File: src/rtl/linear_axi_pkg.sv
// linear_axi_pkg: shared definitions for the linear AXI write-side blocks.
//   - AXI response encodings (OKAY/EXOKAY/SLVERR/DECERR)
//   - FSM state type for the write data streamer
//   - burst_bytes(): bytes moved by one fixed-size burst
package linear_axi_pkg;

  localparam logic [1:0] OKAY   = 2'd0;
  localparam logic [1:0] EXOKAY = 2'd1;
  localparam logic [1:0] SLVERR = 2'd2;
  localparam logic [1:0] DECERR = 2'd3;

  typedef enum logic [1:0] {
    IDLE   = 2'd0,
    STREAM = 2'd1,
    DRAIN  = 2'd2
  } state_e;

  // (len + 1) beats of 2^size bytes each
  function automatic int unsigned burst_bytes(input int unsigned len,
                                              input int unsigned size);
    return (len + 1) << size;
  endfunction

endpackage

File: src/rtl/axi_w_register_slice.sv
// axi_w_register_slice: one-entry registered AXI4 W channel output stage.
// Ports:
//   aclk, reset              clock, synchronous active-high reset
//   in_valid/in_ready        upstream handshake (in_ready = !wvalid || wready)
//   in_data/in_strb/in_last  beat to load
//   wdata/wstrb/wlast/wvalid registered W channel outputs
//   wready                   W channel ready from the slave
module axi_w_register_slice #(
  parameter int unsigned DATA_WIDTH = 64
) (
  input  logic                    aclk,
  input  logic                    reset,
  input  logic                    in_valid,
  output logic                    in_ready,
  input  logic [DATA_WIDTH-1:0]   in_data,
  input  logic [DATA_WIDTH/8-1:0] in_strb,
  input  logic                    in_last,
  output logic [DATA_WIDTH-1:0]   wdata,
  output logic [DATA_WIDTH/8-1:0] wstrb,
  output logic                    wlast,
  output logic                    wvalid,
  input  logic                    wready
);

  // The register can take a new beat when empty or when its beat leaves now.
  assign in_ready = !wvalid || wready;

  always_ff @(posedge aclk) begin
    if (reset) begin
      wvalid <= 1'b0;
      wlast  <= 1'b0;
      wstrb  <= '0;
      wdata  <= '0;
    end else if (in_ready) begin
      wvalid <= in_valid;
      wlast  <= in_valid && in_last;
      wstrb  <= in_valid ? in_strb : '0;
      if (in_valid) begin
        wdata <= in_data;
      end
    end
  end

endmodule

File: src/rtl/linear_write_data_streamer.sv
// linear_write_data_streamer: W/B channel companion to the linear AXI address
// generator. Splits [startAddr, endAddr) into fixed-size bursts, streams
// AXI-Stream payload beats onto the AXI4 W channel with wlast per burst, and
// counts B responses until every burst is acknowledged.
// Ports:
//   aclk, reset            clock, synchronous active-high reset
//   start, done, error     control/status (start accepted only while done=1;
//                          error is sticky for the current transfer)
//   startAddr, endAddr     byte range, end exclusive
//   s_tdata/s_tvalid/s_tready  payload stream in
//   wdata/wstrb/wlast/wvalid/wready  AXI4 W channel
//   bid/bresp/bvalid/bready          AXI4 B channel (bid ignored)
// Build option: LINEAR_WRITE_PARTIAL_BURST_EN rounds the burst count up and
// pads the final burst with wstrb=0 beats instead of truncating the tail.
module linear_write_data_streamer
  import linear_axi_pkg::*;
#(
  parameter int unsigned ADDR_WIDTH               = 32,
  parameter int unsigned ID_WIDTH                 = 8,
  parameter int unsigned DATA_WIDTH               = 64,
  parameter int unsigned AxLEN_BEATS_PER_TRANSFER = 15,
  parameter int unsigned AxSIZE_BYTES_PER_BEAT    = 3
) (
  input  logic                    aclk,
  input  logic                    reset,
  input  logic                    start,
  output logic                    done,
  output logic                    error,
  input  logic [ADDR_WIDTH-1:0]   startAddr,
  input  logic [ADDR_WIDTH-1:0]   endAddr,
  input  logic [DATA_WIDTH-1:0]   s_tdata,
  input  logic                    s_tvalid,
  output logic                    s_tready,
  output logic [DATA_WIDTH-1:0]   wdata,
  output logic [DATA_WIDTH/8-1:0] wstrb,
  output logic                    wlast,
  output logic                    wvalid,
  input  logic                    wready,
  input  logic [ID_WIDTH-1:0]     bid,
  input  logic [1:0]              bresp,
  input  logic                    bvalid,
  output logic                    bready
);

  localparam int unsigned BURST_SHIFT =
    $clog2(burst_bytes(AxLEN_BEATS_PER_TRANSFER, AxSIZE_BYTES_PER_BEAT));
  localparam int unsigned STRB_WIDTH = DATA_WIDTH / 8;

  state_e                  state;
  logic [ADDR_WIDTH-1:0]   wRemaining;     // bursts not yet handshaken on W
  logic [ADDR_WIDTH-1:0]   bRemaining;     // bursts not yet acknowledged on B
  logic [ADDR_WIDTH-1:0]   loadRemaining;  // bursts not yet loaded into the slice
  logic [7:0]              beatCnt;

  logic [ADDR_WIDTH-1:0]   span;
  logic [ADDR_WIDTH-1:0]   nBursts;
  logic                    feeding;
  logic                    pad_beat;
  logic                    last_beat;
  logic                    slice_valid;
  logic                    slice_ready;
  logic                    load;
  logic                    w_hs;
  logic                    b_hs;
  logic [DATA_WIDTH-1:0]   slice_data;
  logic [STRB_WIDTH-1:0]   slice_strb;
  logic                    unused_bid;

  assign unused_bid = ^bid;
  assign span       = endAddr - startAddr;

`ifdef LINEAR_WRITE_PARTIAL_BURST_EN
  logic [ADDR_WIDTH-1:0]   payloadRemaining;  // payload beats still to take from s_*
  logic                    tail;

  assign tail     = |span[BURST_SHIFT-1:0];
  assign nBursts  = (span >> BURST_SHIFT) + ADDR_WIDTH'(tail);
  assign pad_beat = feeding && (payloadRemaining == '0);
`else
  assign nBursts  = span >> BURST_SHIFT;
  assign pad_beat = 1'b0;
`endif

  // Loading is tracked separately from W handshakes so that s_tready drops as
  // soon as the final beat is in the slice, not when it leaves it.
  assign feeding     = (state == STREAM) && (loadRemaining != '0);
  assign last_beat   = (beatCnt == 8'(AxLEN_BEATS_PER_TRANSFER));
  assign s_tready    = feeding && !pad_beat && slice_ready;
  assign slice_valid = pad_beat || (feeding && s_tvalid);
  assign slice_data  = pad_beat ? '0 : s_tdata;
  assign slice_strb  = pad_beat ? '0 : '1;
  assign load        = slice_valid && slice_ready;
  assign w_hs        = wvalid && wready;
  assign bready      = (state == STREAM) || (state == DRAIN);
  assign b_hs        = bvalid && bready;

  axi_w_register_slice #(
    .DATA_WIDTH (DATA_WIDTH)
  ) u_w_slice (
    .aclk     (aclk),
    .reset    (reset),
    .in_valid (slice_valid),
    .in_ready (slice_ready),
    .in_data  (slice_data),
    .in_strb  (slice_strb),
    .in_last  (last_beat),
    .wdata    (wdata),
    .wstrb    (wstrb),
    .wlast    (wlast),
    .wvalid   (wvalid),
    .wready   (wready)
  );

  always_ff @(posedge aclk) begin
    if (reset) begin
      state         <= IDLE;
      done          <= 1'b1;
      error         <= 1'b0;
      wRemaining    <= '0;
      bRemaining    <= '0;
      loadRemaining <= '0;
      beatCnt       <= '0;
`ifdef LINEAR_WRITE_PARTIAL_BURST_EN
      payloadRemaining <= '0;
`endif
    end else begin
      if (load) begin
        beatCnt <= last_beat ? '0 : beatCnt + 8'd1;
        if (last_beat) begin
          loadRemaining <= loadRemaining - ADDR_WIDTH'(1);
        end
      end
`ifdef LINEAR_WRITE_PARTIAL_BURST_EN
      if (s_tvalid && s_tready) begin
        payloadRemaining <= payloadRemaining - ADDR_WIDTH'(1);
      end
`endif
      if (w_hs && wlast && (wRemaining != '0)) begin
        wRemaining <= wRemaining - ADDR_WIDTH'(1);
      end
      // B may overtake its W burst; extra responses past zero are swallowed.
      if (b_hs) begin
        if (bRemaining != '0) begin
          bRemaining <= bRemaining - ADDR_WIDTH'(1);
        end
        if (bresp != OKAY) begin
          error <= 1'b1;
        end
      end

      case (state)
        IDLE: begin
          if (start && done) begin
            error         <= 1'b0;
            wRemaining    <= nBursts;
            bRemaining    <= nBursts;
            loadRemaining <= nBursts;
            beatCnt       <= '0;
`ifdef LINEAR_WRITE_PARTIAL_BURST_EN
            payloadRemaining <= span >> AxSIZE_BYTES_PER_BEAT;
`endif
            if (nBursts != '0) begin
              done  <= 1'b0;
              state <= STREAM;
            end
          end
        end
        STREAM: begin
          if (w_hs && wlast && (wRemaining == ADDR_WIDTH'(1))) begin
            state <= DRAIN;
          end
        end
        DRAIN: begin
          // Finishing on the final B handshake itself gives done one cycle later.
          if ((bRemaining == '0) || (b_hs && (bRemaining == ADDR_WIDTH'(1)))) begin
            done  <= 1'b1;
            state <= IDLE;
          end
        end
        default: state <= IDLE;
      endcase
    end
  end

endmodule

File: config.mk
export PLATFORM = sky130hd
export DESIGN_NAME = linear_write_data_streamer
export DESIGN_NICKNAME = d
export VERILOG_FILES = /design/src/rtl/linear_axi_pkg.sv /design/src/rtl/axi_w_register_slice.sv /design/src/rtl/linear_write_data_streamer.sv
export SDC_FILE = /design/constraint.sdc
export NUM_CORES = 1
export LEC_CHECK = 0
export CORE_ASPECT_RATIO = 1.75
export CORE_MARGIN = 2
export CORE_UTILIZATION = 40
export CTS_CLUSTER_SIZE = 10
export DETAILED_ROUTE_END_ITERATION = 8
export PLACE_DENSITY = 0.73
export SYNTH_ARGS = -nofsm -noshare
export SYNTH_HDL_FRONTEND = slang
export SYNTH_SLANG_ARGS = --single-unit
export TNS_END_PERCENT = 10
File: constraint.sdc
create_clock -name aclk -period 8.1 [get_ports aclk]
set_clock_uncertainty 0.15 [all_clocks]
set_input_delay 1.62 -clock aclk [delete_from_list [all_inputs] [get_ports aclk]]
set_output_delay 1.62 -clock aclk [all_outputs]
set_load 0.005 [all_outputs]
# Yosys cells after proc, flatten, opt, wreduce, memory -nomap -nowiden
# Cells that the tools add are included.
[word_totals] ff_bits=182 output_inout_bits=78
[op_classes] addsub=5 n_eq_ne=9 muxes=29 reduce_logical=27
[op_table] cell="$mux 32" n=11
[op_table] cell="$reduce_bool 32->1" n=4
[op_table] cell="$sub 32x1->32 const B" n=3
[op_table] cell="$eq 32x1->1 const B" n=2
[op_table] cell="$mux 8" n=5
[op_table] cell="$logic_not 32->1" n=1
[op_table] cell="$sub 32x32->32" n=1
[op_table] cell="$logic_and 1x1->1" n=12
[op_table] cell="$add 8x1->8 const B" n=1
[op_table] cell="$eq 8x4->1 const B" n=1
[op_table] cell="$mux 2" n=4
[op_table] cell="$reduce_and 4->1" n=2
[op_table] cell="$mux 1" n=7
[op_table] cell="$pmux 2 s3" n=1
[op_table] cell="$ne 2x1->1 const B" n=2
[op_table] cell="$ne 2x2->1 const B" n=2
[op_table] cell="$reduce_bool 2->1" n=2
[op_table] cell="$logic_or 1x1->1" n=3
[op_table] cell="$eq 2x1->1 const B" n=1
[op_table] cell="$eq 2x2->1 const B" n=1
[op_table] cell="$logic_not 2->1" n=1
[op_table] cell="$pmux 1 s2" n=1
[op_table] cell="$reduce_and 2->1" n=1
[op_table] cell="$logic_not 1->1" n=1

# Logic depth before layout (Yosys ltp)
[depth] ltp_word=7 mapped_depth=13 ltp_nobuf=12

# Hierarchy
# From an unflattened synthesis, not the netlist that was laid out.
[hier_totals] cells_unflattened=1223 hier_area_um2=10003.3
[modules_own_cells] module="linear_write_data_streamer" n_inst=1 cells_per_inst=887 area_each_um2=7163.1
[modules_own_cells] module="axi_w_register_slice" n_inst=1 cells_per_inst=336 area_each_um2=2840.2

# Least setup slack after synthesis
# Ideal clock, no wire load.
[synth_path] kind="input to register" from="input port startAddr[11]" to="register state[1]" arrival_time_ps=4258 required_time_ps=7878 slack_ps=3620 path_stages=13 cell_sequence="inv_1 > ha_1 > buf_2 > nand4_1 > a2111oi_0 > a32oi_1 > nand2_1 > xor2_1 > or4_1 > nor3_1 > nand3_1 > o31ai_1 > mux2i_1"
[synth_via] elab_chain_cells=4
[synth_lines] item="from (decl)" line_no="linear_write_data_streamer.sv:29" rtl="input logic [ADDR_WIDTH-1:0] startAddr,"
[synth_lines] item="$sub 32x32->32" line_no="linear_write_data_streamer.sv:70" rtl="assign span = endAddr - startAddr;"
[synth_lines] item="$reduce_bool 32->1" line_no="linear_write_data_streamer.sv:162" rtl="if (nBursts != '0) begin"
[synth_lines] item="$ne 2x2->1 (no source line)"
[synth_lines] item="$reduce_and 4->1 (no source line)"
[synth_lines] item="to (signal assigned)" line_no="linear_write_data_streamer.sv:164" rtl="state <= STREAM;"
[synth_lines] item="to (signal assigned)" line_no="linear_write_data_streamer.sv:170" rtl="state <= DRAIN;"
[synth_lines] item="to (signal assigned)" line_no="linear_write_data_streamer.sv:177" rtl="state <= IDLE;"
[synth_lines] item="to (decl)" line_no="linear_write_data_streamer.sv:49" rtl="state_e state;"
# Every way passes these cells.
# A chain may end at the register's enable or synchronous reset.

# Final worst setup path
# Same ends and word-level chain as after synthesis.

==> results.md <==
* Via Count at 9,683
* Reg2Reg Depth at 11
* Post-DP HPWL at roughly 22,000 um
* Post-synth top area share at a little over a third
* Root buf cell: clkbuf_16
* Unrepaired setup endpoints after global routing: false
* Top cells by area, synth: dfxtp_1, nand2_1, a21oi_1
* Worst Path Buf+Inv at 2
* Vias in the first global route at 9,188
* Ys async rst share at 0%
* Critical path origin: startAddr[11]
* Crit path capture: state[1]
* CTS buffer count at 17
* Slowest-stage cell, CP: or4_1
* Detail Route Antenna Nets at 0
* Per-cell routed wire length at roughly 16 um
* Sequential share of power at approximately 40%
* Largest stage delay on the critical path at 590 ps
* Share of cells above drive strength 1 at around 4.5%
* Buffer count from post-CTS setup fixing at 0
* Top_reg_cell synth: dfxtp_1
* Synthesized flop and latch total at 174
* Final Cell Area at 0.0127 mm^2
* Seq/Total Area, Yosys at 35.4%
* H-tree depth at 4
* Layout area overhead at 29.2%
* Worst Tran Pin Value at 889 ps
* Post-synth EDFFs at 0
* Family with the most delay on the worst path: simple AND/OR/NAND/NOR gates
* CP Launch Type: input pin
* Core Box Area at 0.0244 mm^2
* Post-Syn Instances at 1,266
* Final Util at 52.1%
* Worst path depth at 13
* Max_slew headroom at 40.5%
* Routed WL at 28,500 um
* Setup_tns at 0 ps
* Top cells by count, synth: nand2_1, dfxtp_1, a21oi_1
* Ys Warns at 0
* Setup crit end kind: register
* Max-Cap Viols at 0
* WP data required at 8320 ps
* Worst R2R Start: loadRemaining[3]
* Period utilisation layout at 65.5%
* Die boundary width at ~120 um
* Clock buffer depth at 2
* Top Ports at 222
* Setup ws final at about 2800 ps
* Largest net degree at the start of global routing at 73
* Final Net Count at 1,627
* Status: finished clean
* Setup violators final at 0
* Clock transition at path regs at ~70 ps
* Max-slew violation count at 0
* Initial Util at 40.3%
* Sw Pwr at 0.914 mW
* Total gr overflow at 0
* Drt via density at 5.48
* Mapped Area at 0.00985 mm^2
* Crit-path max FO at 11
* Comb pwr share at 30.0%
* Final min period at 5300 ps
* Power Internal at 1.71 mW
* Sw Share at 34.8%
* DRC violations left at 0
* Total track usage at 21.9%
* Reg2Reg Setup Slack at 4090 ps
* First-pass GRT wire length at 44,800 um
* Initial DRC Count at 423
* Post-CTS Resized at 0
* Clock group share of total power at between 30% and 40%
* Hold Buf Count CTS at 0
* Die Y at 212 um
* Ant diodes at 0
* Drt pass-1 iters at 5
* Worst reg2reg path endpoint: loadRemaining[18]
* Maximum vdd drop at 0.000149 V
* Fmax at 189 MHz
* Clock Latency Late Sink at 440 ps
* Critical Path AT at 5520 ps
* CP Class: in2reg
* Clock Sinks at 174
* Initial antenna violation count at 0
* Number of distinct library cells after synthesis at 76
* Syn nets at 1,452
* Fillers at 2,331
* Gpl congestion at 0.958
* Die ar. at between 0.02 and 0.03 mm^2
* Worst min-delay path class: reg2reg
* CTS tree: yes
* Final hold vios at 0
* Synth area leader: dfxtp_1
* Area of placed instances at 0.0122 mm^2
* Lkg Pwr at 4.63 nW
* IO Port Bufs at between 200 and 250
* Critical-path cell list: clkdlybuf4s50_1 > inv_1 > ha_1 > nand4_1 > a2111oi_0 > a32oi_1 > nand2_1 > xor2_1 > or4_1 > nor3_1 > nand3_1 > o31ai_1 > mux2i_1
* Avg Inst Size Synth at 7.78 um^2
* Pre-CTS setup slack at 2390 ps
* Most frequent cell after synthesis: nand2_1
* Placement row count at 76
* Cell Pwr Density at 206 mW/mm^2
[cell families after synthesis]
| kind of cell | synth area share [%] |
|---|---|
| fa+ha+maj | 5.33 |
| compound gates | 20.2 |
| simple gates | 24.0 |
| flops | 35.4 |
| mux | 0.102 |
| buf+inv | 4.97 |
| xor+xnor | 10.0 |
[power groups by stage]
stage / registers [mW] / clock network, mW / logic [mW]
floorplan: 1.05 / 0 / 0.508
global placement: 1.06 / 0 / 0.772
detailed placement: 1.06 / 0 / 0.782
CTS: 1.04 / 0.815 / 0.789
global route: 1.06 / 0.853 / 0.870
finish: 1.04 / 0.794 / 0.790
[worst reg2reg max path: cells and delay by family, from the launching register on]
family                    cells  cell delay (ps)
and+or+nand+nor               7             2310
buffers and inverters         1              590
AOI/OAI and AO/OA             2              360
DFF                           1              340
xor gates and xnor gates      1              150
[state kept, by name (all words and copies together) (netlist names)]
name,cells
u_w_slice.wdata,64
bRemaining,32
loadRemaining,32
wRemaining,32
beatCnt,8
state,2
done,1
error,1
u_w_slice.wlast,1
u_w_slice.wstrb,1
[layer usage]
| layer | share of wire (%) | wire length [um] | global-route usage [%] |
|---|---|---|---|
| met1 | 37 | 10500 | 21.8 |
| met2 | 53 | 15200 | 41.3 |
| met3 | 5.0 | 1420 | 4.31 |
| met4 | 5.2 | 1480 | 12.3 |
| met5 | 0 | 0 | 0 |
[stage by stage]
step                      cells  hold WS [ps]  total power, mW
after global placement     1734           283             1.83
after detailed placement   1734           295             1.84
after floorplan            1266           292             1.55
after CTS                  1766           305             2.65
final                      1766           304             2.63
after global routing       1766           322             2.78
[final cells by class]
class | instances | area, um^2 | share of cell area (%)
Clock buffer | 17 | 425 | 3.34
Multi-Input combinational cell | 975 | 5900 | 46.4
Tap cell | 312 | 390 | 3.07
Clock inverter | 15 | 145 | 1.14
Timing Repair Buffer | 220 | 2180 | 17.1
Sequential cell | 174 | 3480 | 27.4
Inverter | 53 | 199 | 1.56
[placed cells by master, fill, tap and decap left out, types with 17 or more instances in the layout]
| cell type | instances |
|---|---|
| nor4_1 | 19 |
| ha_1 | 42 |
| xor2_1 | 44 |
| a21oi_1 | 153 |
| nor3_1 | 38 |
| o21ai_1 | 21 |
| o21ai_0 | 45 |
| clkbuf_16 | 17 |
| clkdlybuf4s50_1 | 212 |
| dfxtp_1 | 174 |
| or3_1 | 27 |
| xnor2_1 | 69 |
| nor2_1 | 92 |
| a21o_1 | 19 |
| inv_1 | 52 |
| nand2_1 | 217 |
[how the worst min path moves through the flow]
stage | from | end | slack [ps] | cells past startpoint
global placement | error | error | 280 | 2
CTS | u_w_slice.wdata[16] | u_w_slice.wdata[16] | 310 | 2
global route | u_w_slice.wdata[42] | u_w_slice.wdata[42] | 320 | 2
detailed placement | u_w_slice.wdata[3] | u_w_slice.wdata[3] | 300 | 2
finish | u_w_slice.wdata[46] | u_w_slice.wdata[46] | 300 | 2
floorplan | error | error | 290 | 2
No activity file was read; power rests on OpenSTA's default activity.
